==> src/rtl/dmem_arbiter.sv <==
// N-channel data-memory arbiter: fixed-priority or round-robin grant over val/rdy
// requesters, with a tag FIFO that routes in-order memory responses back to the
// channel that issued each request.
module dmem_arbiter #(
    parameter int unsigned NCH    = 2,
    parameter int unsigned AW     = 32,
    parameter int unsigned DW     = 32,
    parameter int unsigned MAXOUT = 4,
    parameter int unsigned RR     = 0
) (
    input  logic                       clk,
    input  logic                       rst,
    input  logic [NCH-1:0]             req_val,
    output logic [NCH-1:0]             req_rdy,
    input  logic [NCH-1:0]             req_type,
    input  logic [NCH*AW-1:0]          req_addr,
    input  logic [NCH*DW-1:0]          req_wdata,
    output logic [NCH-1:0]             resp_val,
    output logic [DW-1:0]              resp_rdata,
    output logic                       mem_req_val,
    input  logic                       mem_req_rdy,
    output logic                       mem_req_type,
    output logic [AW-1:0]              mem_req_addr,
    output logic [DW-1:0]              mem_req_wdata,
    input  logic                       mem_resp_val,
    input  logic [DW-1:0]              mem_resp_rdata,
    output logic [$clog2(MAXOUT):0]    outstanding,
    output logic                       err
);

    localparam int unsigned TW = (NCH > 1) ? $clog2(NCH) : 1;
    localparam int unsigned CW = $clog2(MAXOUT) + 1;
    localparam int unsigned PW = (MAXOUT > 1) ? $clog2(MAXOUT) : 1;

    logic [TW-1:0] ptr_q, ptr_d;
    logic [CW-1:0] cnt_q, cnt_d;
    logic [PW-1:0] wr_q, wr_d, rd_q, rd_d;
    logic          err_q, err_d;
    logic [TW-1:0] tag_q [MAXOUT];

    logic          gnt_any;
    logic [TW-1:0] gnt_idx;
    logic [TW-1:0] cand;
    logic          full;
    logic          push;
    logic          pop;

    // Grant search: first requesting channel starting at ptr (ptr stays 0 in fixed mode).
    always_comb begin
        gnt_any = 1'b0;
        gnt_idx = '0;
        cand    = '0;
        for (int k = 0; k < int'(NCH); k++) begin
            cand = TW'((int'(ptr_q) + k) % int'(NCH));
            if (!gnt_any && req_val[cand]) begin
                gnt_any = 1'b1;
                gnt_idx = cand;
            end
        end
    end

    // Request path, handshake and response routing; all combinational.
    always_comb begin
        full          = (cnt_q == CW'(MAXOUT));
        mem_req_val   = gnt_any & ~full & rst;
        push          = mem_req_val & mem_req_rdy;
        pop           = mem_resp_val & (cnt_q != '0) & rst;
        req_rdy       = push ? (NCH'(1) << gnt_idx) : '0;
        mem_req_type  = gnt_any ? req_type[gnt_idx] : 1'b0;
        mem_req_addr  = gnt_any ? req_addr[gnt_idx*AW +: AW] : '0;
        mem_req_wdata = gnt_any ? req_wdata[gnt_idx*DW +: DW] : '0;
        resp_val      = pop ? (NCH'(1) << tag_q[rd_q]) : '0;
        resp_rdata    = mem_resp_rdata;
        outstanding   = cnt_q;
        err           = err_q;
    end

    // Next-state for pointers, count and the sticky error flag.
    always_comb begin
        ptr_d = ptr_q;
        wr_d  = wr_q;
        rd_d  = rd_q;
        cnt_d = cnt_q;
        err_d = err_q | (mem_resp_val & (cnt_q == '0));
        if (push) begin
            wr_d = (wr_q == PW'(MAXOUT - 1)) ? '0 : wr_q + 1'b1;
            if (RR != 0) begin
                ptr_d = (gnt_idx == TW'(NCH - 1)) ? '0 : gnt_idx + 1'b1;
            end
        end
        if (pop) begin
            rd_d = (rd_q == PW'(MAXOUT - 1)) ? '0 : rd_q + 1'b1;
        end
        if (push && !pop) begin
            cnt_d = cnt_q + 1'b1;
        end else if (pop && !push) begin
            cnt_d = cnt_q - 1'b1;
        end
    end

    // Control state with synchronous active-low reset.
    always_ff @(posedge clk) begin
        if (!rst) begin
            ptr_q <= '0;
            wr_q  <= '0;
            rd_q  <= '0;
            cnt_q <= '0;
            err_q <= 1'b0;
        end else begin
            ptr_q <= ptr_d;
            wr_q  <= wr_d;
            rd_q  <= rd_d;
            cnt_q <= cnt_d;
            err_q <= err_d;
        end
    end

    // Tag storage; contents are only meaningful between the read and write pointers.
    always_ff @(posedge clk) begin
        if (push) begin
            tag_q[wr_q] <= gnt_idx;
        end
    end

endmodule

==> config.mk <==
export PLATFORM = sky130hd
export DESIGN_NAME = dmem_arbiter
export DESIGN_NICKNAME = d
export VERILOG_FILES = /design/src/rtl/dmem_arbiter.sv
export SDC_FILE = /design/constraint.sdc
export NUM_CORES = 1
export LEC_CHECK = 0
export ABC_AREA = 1
export BUFFER_PORTS_ARGS = -buffer_cell sky130_fd_sc_hd__buf_2
export CORE_AREA = 5 5 102 104
export CTS_BUF_LIST = sky130_fd_sc_hd__clkbuf_16
export CTS_CLUSTER_SIZE = 12
export DETAILED_ROUTE_END_ITERATION = 6
export DIE_AREA = 0 0 107 109
export PLACE_DENSITY = 0.61
export SKIP_CTS_REPAIR_TIMING = 1
export SYNTH_ARGS = -nofsm -noshare
export SYNTH_HDL_FRONTEND = slang
export SYNTH_SLANG_ARGS = --single-unit
==> constraint.sdc <==
create_clock -name clk -period 3.4 [get_ports clk]
set_input_delay 0.17 -clock clk [delete_from_list [all_inputs] [get_ports clk]]
set_output_delay 0.17 -clock clk [all_outputs]
set_load 0.005 [all_outputs]
* Word level (Yosys, flattened, before mapping) *
Memories as Yosys holds them, arrays and structs flattened. A register that Yosys moved wholly into a read port is not among the register bits.
Cells that the tools add are included.

cells by class
  equal/unequal tests = 3
  reduce and logical (&&, ||, !) cells = 9
  bitwise operators = 8
  $lt $le $gt $ge = 1
  mux-type cells = 18
  shift operators = 4
  add/subtract/negate cells = 4

operators by type and width
  operator               count
  $shiftx A64 B7 Y32     2
  $mux W32               2
  $mux W2                6
  $mux W1                8
  $and A1 B1 Y1          6
  $mux W3                2
  $add A2 B1 Y2 const B  2
  $eq A2 B2 Y1 const B   2
  $shl A1 B1 Y2 const A  2
  $add A3 B1 Y3 const B  1
  $eq A3 B3 Y1 const B   1
  $logic_and A1 B1 Y1    3
  $logic_not A1 Y1       3
  $logic_not A3 Y1       1
  $reduce_bool A3 Y1     1
  $sub A3 B1 Y3 const B  1
  $lt A1 B2 Y1 const B   1
  $reduce_bool A2 Y1     1
  $not A1 Y1             1
  $or A1 B1 Y1           1

storage, ports and cells
  memories kept = 1
  bits in registers = 8
  memory bits (writable) = 4
  word-level logic and storage cells = 52

memory list
  name   words  bits a word  rd ports  clocked after memory_dff  wr ports  RTL line  RTL
  tag_q  4      1            1         1                         1         39        logic [TW-1:0] tag_q [MAXOUT];

* Depth between registers and ports, before layout *
Gate-level depths: netlist of run 1.

  word-level depth = 11
  depth in mapped cells = 14
  mapped depth without buffers = 13

* Worst setup path after synthesis of run 1 *
OpenSTA, ideal clock, no wires.

  path kind = flip-flop to flip-flop
  start point = register cnt_q[0], in the netlist outstanding[0]
  end point = register cnt_q[2], in the netlist outstanding[2]
  buffers on the path = 1
  arrival = 1.715 ns
  period minus slack after synthesis = 1.828 ns
  slack = 1.572 ns
  stages on the path, launching flop included = 15
  setup time = 0.113 ns
  cell sequence = dfxtp_1 nor2_2 nand2_1 nand3_1 buf_4 inv_2 ha_1 inv_1 fa_1 inv_1 nand2_1 nand3_1 nand2_1 nand2_1 nor2_1

on the way
  longest elaborated chain between the ends = 8
  elaborated cells between the ends (all ways) = 17

RTL lines
  element                              RTL line  RTL
  from (decl)                          36        logic [CW-1:0] cnt_q, cnt_d;
  from (signal assigned)               113       cnt_q <= cnt_d;
  $eq A3 B3 Y1 *                       64        full = (cnt_q == CW'(MAXOUT));
  $not A1 Y1 *                         65        mem_req_val = gnt_any & ~full & rst;
  $and A1 B1 Y1 * (2 in a row)         65
  $and A1 B1 Y1 *                      66        push = mem_req_val & mem_req_rdy;
  via push                             45        logic push;
  $logic_not A1 Y1                     96        end else if (pop && !push) begin
  $logic_and A1 B1 Y1                  96
  $reduce_bool A2 Y1 (no source line)  --

Mark *: on every way through the listed nets, which the timed path passes. The rest lies on a longest branch. The select of a mux whose other input is x is not followed.
A chain may end at the register's enable or synchronous reset.

* Final worst setup path of run 1 *
  start point = input port req_val[0]
  end point = output port mem_req_wdata[13]

on the way
  longest elaborated chain between the ends = 6
  elaborated cells between the ends (all ways) = 7

RTL lines
  element              RTL line  RTL
  from (decl)          13        input logic [NCH-1:0] req_val,
  $mux W1 *            55        if (!gnt_any && req_val[cand]) begin
  $logic_not A1 Y1     55
  $logic_and A1 B1 Y1  55
  $mux W1              55
  $shiftx A64 B7 Y32   71        mem_req_wdata = gnt_any ? req_wdata[gnt_idx*DW +: DW] : '0;
  $mux W32 *           71
  to (decl)            24        output logic [DW-1:0] mem_req_wdata,

Mark *: on every way between the ends. The rest lies on a longest branch, timed or not.

==> qor.txt, run 1 <==
Residual DRC: 0
Fill cells: 1,013
Most common library cell in the layout ignoring fill and taps: buf_2
Fraction of the mapped netlist area in adder cells: 5.86%
Slowest cell on the critical path: inv_2
Setup TNS Final: 0 ns
DR WL/cell: 14.5 um
Final Setup Violations: 0
Fin cells: 484
HPWL Detailed: 6.02 mm
Num Clock Sinks: 14
Max frequency: 456 MHz
Critical path type: primary input to output port
Final WS setup: 1.20 ns
Syn_nets: 379
Total power: 737 uW
Pleak: 1.49 nW
Root Driver: clkbuf_16
DRT Pass-1 Iters: 4
FF-to-FF End: outstanding[2]
Share of cells above drive strength 1: 58.9%
CTS tree: yes
Final period util: 64.6%
First-pass GRT wire length: 9.91 mm
Worst reg-to-reg setup slack: 1.26 ns
Worst Setup End Kind: output port
Clk slew on worst S/H paths: 0.04 ns
Initial antenna violation count: 0
Worst reg2reg path startpoint: outstanding[0]
I/O Buffers: 209
Max cap viols: 0
CTS Buffer Depth: 2
Via count: 2,136
Via density: 4.41
Die Span X: 107 um
GRT overflow: 0
Compound-gate portion of the synthesized area: 38.7%
Final WL: 7.01 mm
VDD IR max: 0.180 mV
DRT iter0 DRCs: 113
Flops & latches, synth: 14
Hold_sp: mem_resp_val
Crit-path cells: buf_2 > buf_4 > inv_2 > nand2_1 > inv_2 > a22o_1 > buf_2
Largest family of logic cells by synthesized area: compound AO/OA/AOI/OAI gates
GRT Overall Usage: 10.3%
Worst-path fanout max: 70
R2R depth: 13
Rows: 36
Part of the Yosys area used for sequential elements: 19.8%
Synth top area cells: a22o_1, buf_4, dfxtp_1
Top cell type's share of synthesized area: 35.1%
Post-Synth XOR/XNOR Area: 0%
CP required: 3.23 ns
Die height: 109 um
Largest net degree at the start of global routing: 71
Die area: 11,700 um^2
Later-pin clock latency in the skew report: 0.24 ns
RSZ-0062 raised after global routing: false
Period minus WS final: 2.20 ns
Hold Path Class: primary input to flop
Power per cell area: 289 nW/um^2
Yosys top cell by area: a22o_1
Max transition margin: 26.4%
Yosys Warn Count: 0
Critical path startpoint category: primary input
Ports: 274
Starting Density: 17.1%
Post-Place Cells: 480
Dpl ws: 1.17 ns
Mapped Avg Cell Area: 7.95 um^2
Status: finished clean
CTS buffer count: 3
Most frequent cells in the layout: buf_2, a22o_1, nor2_1, nand2_1, inv_1
H-tree depth: 1
Hold Crit Depth: 3
GP Congestion: 0.698
Diode count: 0
WP data arrival: 2.03 ns
Core area: 9460 um^2
Vias in the first global route: 2,110
Worst clock skew: 0.00113 ns
Yosys cell types: 20
Worst-margin pin slew: 1.10 ns
Post-Synth Simple-Gate Area: 10.6%
Mux contribution to synthesized area: 0%
Max Slew Vio Count: 0
Hold Path Sink: err
Synth Instances: 204
Post-route ant nets: 0
Nets: 546
Netlist Area Pre-Place: 1620 um^2
Final hold vios: 0
CP max stage delay: 0.77 ns
Synth-to-layout area growth: 57.3%
==> Yosys cell counts, drive strengths merged <==
master   n
nor2    22
nand3    3
inv     16
a21oi    4
fa       1
o21ai    6
buf     47
ha       6
nand2   17
edfxtp   4
clkbuf   1
a22o    65
dfxtp   10
o211ai   1
and2     1
==> stage by stage <==
stage	area (um^2)	hold slack [ns]	util (%)
after global routing	2550	0.244	27.0
after floorplan	1620	0.340	-
after CTS	2550	0.217	27.0
after global placement	2470	0.340	26.1
final	2550	0.224	27.0
after detailed placement	2470	0.340	26.1
==> power by group <==
| part | internal (mW) | switching (mW) |
|---|---|---|
| registers | 0.189 | 0.0142 |
| clock network | 0.155 | 0.0618 |
| logic | 0.170 | 0.148 |
| total | 0.513 | 0.224 |
==> how the worst max path moves through the flow <==
stage,cells after the start,from,end
finish,7,req_val[0],mem_req_wdata[13]
global route,7,req_val[0],mem_req_wdata[13]
CTS,7,req_val[0],mem_req_wdata[13]
detailed placement,7,req_val[0],mem_req_wdata[13]
global placement,7,req_val[0],mem_req_wdata[13]
floorplan,14,outstanding[0],outstanding[2]
==> critical path, delay by kind of cell <==
family | cells | cell delay (ns)
compound gates | 1 | 0.31
simple gates | 1 | 0.07
buf+inv | 5 | 1.41
==> area by class of cell <==
class	instances	area, um^2	area share (%)
Timing Repair Buffer	210	1050	41.3
Clock buffer	3	75.1	2.94
Tap cell	114	143	5.59
Sequential cell	14	320	12.6
Multi-Input combinational cell	126	895	35.1
Inverter	16	60.1	2.36
Clock inverter	1	3.75	0.147
==> logic make-up (layout without fill, tap and decap cells) <==
| kind of cell | count (synthesis) | in the layout |
|---|---|---|
| AOI/OAI and AO/OA | 76 | 76 |
| DFF | 14 | 14 |
| buffers and inverters | 64 | 230 |
| and+or+nand+nor | 43 | 43 |
| adders and majority gates | 7 | 7 |
==> routing by layer <==
metal  part of all wire [%]  track usage [%]  up-vias
met4                    1.1             1.83        0
met3                     12             3.37       16
met5                      0                0        -
li1                       -                -     1036
met1                     37             12.5      942
met2                     50             18.1      142
(Power assumes the default switching activity.)
==> inputs of run 2 (changes only) <==
- CORE_AREA: 5 5 102 104 -> 5 5 103 105
- DIE_AREA: 0 0 107 109 -> 0 0 108 110
- PLACE_DENSITY: 0.61 -> 0.62
- clock period: 3.4 -> 1.9 ns (I/O delays scaled with it)
==> qor.txt, run 2 (same netlist as run 1, synthesis figures left out) <==
Setup TNS Final: 0 ns
Max Slew Vio Count: 0
GP Congestion: 0.805
Largest net degree at the start of global routing: 66
Max frequency: 576 MHz
WP data arrival: 1.87 ns
Worst path top cell family by delay: adder cells
Critical path startpoint category: flop
DR WL/cell: 13.3 um
Die area: 11,900 um^2
Worst clock skew: 0.00176 ns
First-pass GRT wire length: 8.89 mm
Residual DRC: 0
Starting Density: 17.0%
Final hold vios: 0
Dpl ws: 0.0529 ns
Ports: 274
Period minus WS final: 1.74 ns
Initial antenna violation count: 0
Die height: 110 um
Via count: 2,140
Reg area: 325 um^2
Final instance area: 2630 um^2
Length of routed met2 wiring: 3.31 mm
Pleak: 1.51 nW
Slowest cell on the critical path: fa_2
Synth-to-layout area growth: 62.0%
Die Span X: 108 um
CP required: 2.03 ns
GRT Overall Usage: 9.14%
Final Setup Violations: 0
Met3 routed WL: 719 um
H-tree depth: 1
Most frequent cells in the layout: buf_2, a22o_1, nor2_1, nand2_1, inv_1
RSZ-0062 raised after global routing: false
WL met1: 2.60 mm
Status: finished clean
Worst-path fanout max: 5
Crit-path cells: nor2_4 > nand2_1 > nand3_1 > inv_2 > ha_2 > inv_1 > fa_2 > o21ai_1 > nor2_1
Worst-margin pin slew: 0.615 ns
Num Clock Sinks: 14
I/O Buffers: 209
Total power: 1.34 mW
Final WS setup: 0.163 ns
Share of cells above drive strength 1: 60.5%
Multi-input gate area: 905 um^2
Nets: 551
CP max stage delay: 0.44 ns
GRT overflow: 0
Post-DP Area: 2530 um^2
Post-Place Cells: 504
Max transition margin: 59.0%
Core area: 9550 um^2
CTS Buffer Depth: 2
Critical path type: flop to flop
VDD IR max: 0.359 mV
Hold Path Class: primary input to flop
Highest routed layer: met4
Post-route ant nets: 0
CTS buffer count: 3
Power per cell area: 511 nW/um^2
Worst reg-to-reg setup slack: 0.16 ns
HPWL Detailed: 5.77 mm
Rows: 36
Final period util: 91.4%
Diode count: 0
Max cap viols: 0
Worst Setup End Kind: flop
Fill cells: 1,058
Buf/Inv on CP: 2
Later-pin clock latency in the skew report: 0.24 ns
Root Driver: clkbuf_16
Clk slew on worst S/H paths: 0.05 ns
Most common library cell in the layout ignoring fill and taps: buf_2
DRT Pass-1 Iters: 4
CTS tree: yes
Vias in the first global route: 1,950
Final WL: 6.73 mm
Fin cells: 508
Via density: 4.21
DRT iter0 DRCs: 124
[run 2: changes by cell type in the layout (fill, tap and decap cells not counted)]
cell / before / now
ha_2: 0 / 1
buf_4: 1 / 6
dfxtp_2: 0 / 1
dfxtp_1: 10 / 8
nor2_2: 2 / 1
dfxtp_4: 0 / 1
fa_1: 1 / 0
fa_2: 0 / 1
nor2_4: 0 / 1
ha_1: 6 / 5
[run 2: report_power, final]
| part | leakage (nW) | switching (mW) | internal, mW |
|---|---|---|---|
| combinational | 1.35 | 0.264 | 0.316 |
| sequential | 0.120 | 0.0286 | 0.340 |
| clock | 0.0385 | 0.114 | 0.278 |
[run 2: path summary, 6_finish.rpt]
path	from	endpoint	depth (start not counted)
worst max-delay path	outstanding[0]	outstanding[1]	9
worst min-delay path	mem_resp_val	err	3
worst max register to register	outstanding[0]	outstanding[1]	9
worst min register to register	err	err	2
[run 2: through the flow]
step	hold WS (ns)	utilization, %
CTS	0.142	27.3
global route	0.157	27.5
global placement	0.190	26.5
finish	0.147	27.5
floorplan	0.265	-
detailed placement	0.190	26.5
[run 2: routing by layer]
| metal | vias up | GRT usage [%] |
|---|---|---|
| li1 | 1047 | - |
| met1 | 941 | 11.5 |
| met2 | 138 | 15.7 |
| met3 | 14 | 2.33 |
| met4 | 0 | 2.16 |
| met5 | - | 0 |
[run 2: worst reg2reg max path, cell delays in order, from the launching register on]
cell and delay (ns):
dfxtp_4 0.36, nor2_4 0.12, nand2_1 0.07, nand3_1 0.12
inv_2 0.04, ha_2 0.18, inv_1 0.09, fa_2 0.44
o21ai_1 0.15, nor2_1 0.06
[run 2: final cells by class]
class / count / share of cell area (%)
tap: 133 / 6.34
clock inverter: 1 / 0.143
inverter: 16 / 2.29
sequential: 14 / 12.4
timing repair buffer: 215 / 41.5
clock buffer: 3 / 2.86
multi-input combinational: 126 / 34.4
==> inputs of run 3 (changes only) <==
- CORE_AREA: 5 5 103 105 -> 2 2 106 108
- PLACE_DENSITY: 0.62 -> 0.57
==> qor.txt, run 3 (same netlist as run 1, synthesis figures left out) <==
Status: finished clean
DR WL/cell: 11.7 um
Post-route ant nets: 0
Critical path type: flop to flop
Root Driver: clkbuf_16
CTS buffer count: 3
Worst clock skew: 0.00313 ns
Fin cells: 514
Rows: 38
GP Congestion: 0.756
Num Clock Sinks: 14
Share of cells above drive strength 1: 59.9%
Worst path top cell family by delay: adder cells
Worst-path fanout max: 4
Power per cell area: 505 nW/um^2
CP required: 2.04 ns
Critical path startpoint category: flop
Final WS setup: 0.146 ns
Via density: 4.15
Initial antenna violation count: 0
Starting Density: 15.2%
CTS tree: yes
First-pass GRT wire length: 8.02 mm
Die area: 11,900 um^2
Buf/Inv on CP: 3
DRT iter0 DRCs: 71
Post-Place Cells: 510
Fill cells: 1,163
Pleak: 1.51 nW
Worst Setup End Kind: flop
I/O Buffers: 209
Most frequent cells in the layout: buf_2, a22o_1, nor2_1, nand2_1, inv_1
Via count: 2,135
Final period util: 92.3%
Hold Path Class: primary input to flop
Max transition margin: 58.6%
Nets: 550
Diode count: 0
Final WL: 6.00 mm
GRT Overall Usage: 8.24%
Post-DP Area: 2550 um^2
Worst-margin pin slew: 0.621 ns
Period minus WS final: 1.75 ns
Later-pin clock latency in the skew report: 0.24 ns
CTS Buffer Depth: 2
Residual DRC: 0
Clk slew on worst S/H paths: 0.05 ns
CP max stage delay: 0.38 ns
Final Setup Violations: 0
Final instance area: 2640 um^2
WP data arrival: 1.89 ns
Synth-to-layout area growth: 62.5%
RSZ-0062 raised after global routing: false
DRT Pass-1 Iters: 4
Max frequency: 570 MHz
Die height: 110 um
Most common library cell in the layout ignoring fill and taps: buf_2
Final hold vios: 0
Crit-path cells: nor2_4 > nand2_1 > nand3_1 > inv_2 > ha_1 > inv_1 > fa_1 > inv_1 > nand2_1 > nand3_1 > nand2_1 > nand2_1 > nor2_1
Ports: 274
Largest net degree at the start of global routing: 71
H-tree depth: 1
Vias in the first global route: 1,812
Crit-path most repeated cell: nand2_1
Slowest cell on the critical path: dfxtp_2
GRT overflow: 0
Die Span X: 108 um
Max cap viols: 0
Max Slew Vio Count: 0
Core area: 10,700 um^2
HPWL Detailed: 4.98 mm
Setup TNS Final: 0 ns
Dpl ws: 0.0599 ns
VDD IR max: 0.226 mV
-- run 3: cell types whose count changed in the layout (fill, tap and decap cells not counted), sizes merged --
cell / change
buf: -1
-- run 3: final timing paths --
kind | to | startpoint | depth (start not counted) | slack (ns)
worst min register to register | err | err | 2 | 0.45
worst max register to register | outstanding[2] | outstanding[1] | 13 | 0.15
worst max-delay path | outstanding[2] | outstanding[1] | 13 | 0.15
worst min-delay path | err | mem_resp_val | 3 | 0.14
-- run 3: per-layer routing --
| layer | GRT usage (%) | routed length [um] | vias to the layer above |
|---|---|---|---|
| li1 | - | - | 1040 |
| met1 | 9.26 | 2180 | 933 |
| met2 | 15.9 | 3120 | 148 |
| met3 | 1.53 | 618 | 14 |
| met4 | 2.20 | 78 | 0 |
| met5 | 0 | 0 | - |
-- run 3: stage by stage --
| stage | hold WS (ns) | util [%] | power [mW] |
|---|---|---|---|
| 5_1_grt | 0.190 | 24.6 | 1.43 |
| 6_report | 0.142 | 24.6 | 1.33 |
| 3_3_place_gp | 0.190 | 23.8 | 0.931 |
| 4_1_cts | 0.145 | 24.5 | 1.34 |
| 2_1_floorplan | 0.265 | - | 0.697 |
| 3_5_place_dp | 0.190 | 23.8 | 0.941 |
-- run 3: layout make-up --
| cell class | instances | area [um^2] | area share [%] |
|---|---|---|---|
| clock buffers | 3 | 75.1 | 2.85 |
| clock inverters | 1 | 3.75 | 0.142 |
| inverters | 16 | 60.1 | 2.28 |
| multi-input cells | 126 | 900 | 34.1 |
| flip-flops and latches | 14 | 325 | 12.3 |
| well taps | 140 | 175 | 6.65 |
| repair buffers | 214 | 1100 | 41.6 |
-- run 3: worst register-to-register path: stages, from the launching register on --
cell	delay, ns
dfxtp_2	0.38
nor2_4	0.05
nand2_1	0.07
nand3_1	0.12
inv_2	0.07
ha_1	0.16
inv_1	0.07
fa_1	0.38
inv_1	0.06
nand2_1	0.04
nand3_1	0.10
nand2_1	0.06
nand2_1	0.05
nor2_1	0.03
-- run 3: report_power, final --
group	internal (mW)	switching, mW	total [mW]
Clock	0.277	0.114	0.391
Sequential	0.340	0.0288	0.369
Combinational	0.314	0.254	0.569
Total	0.932	0.397	1.33
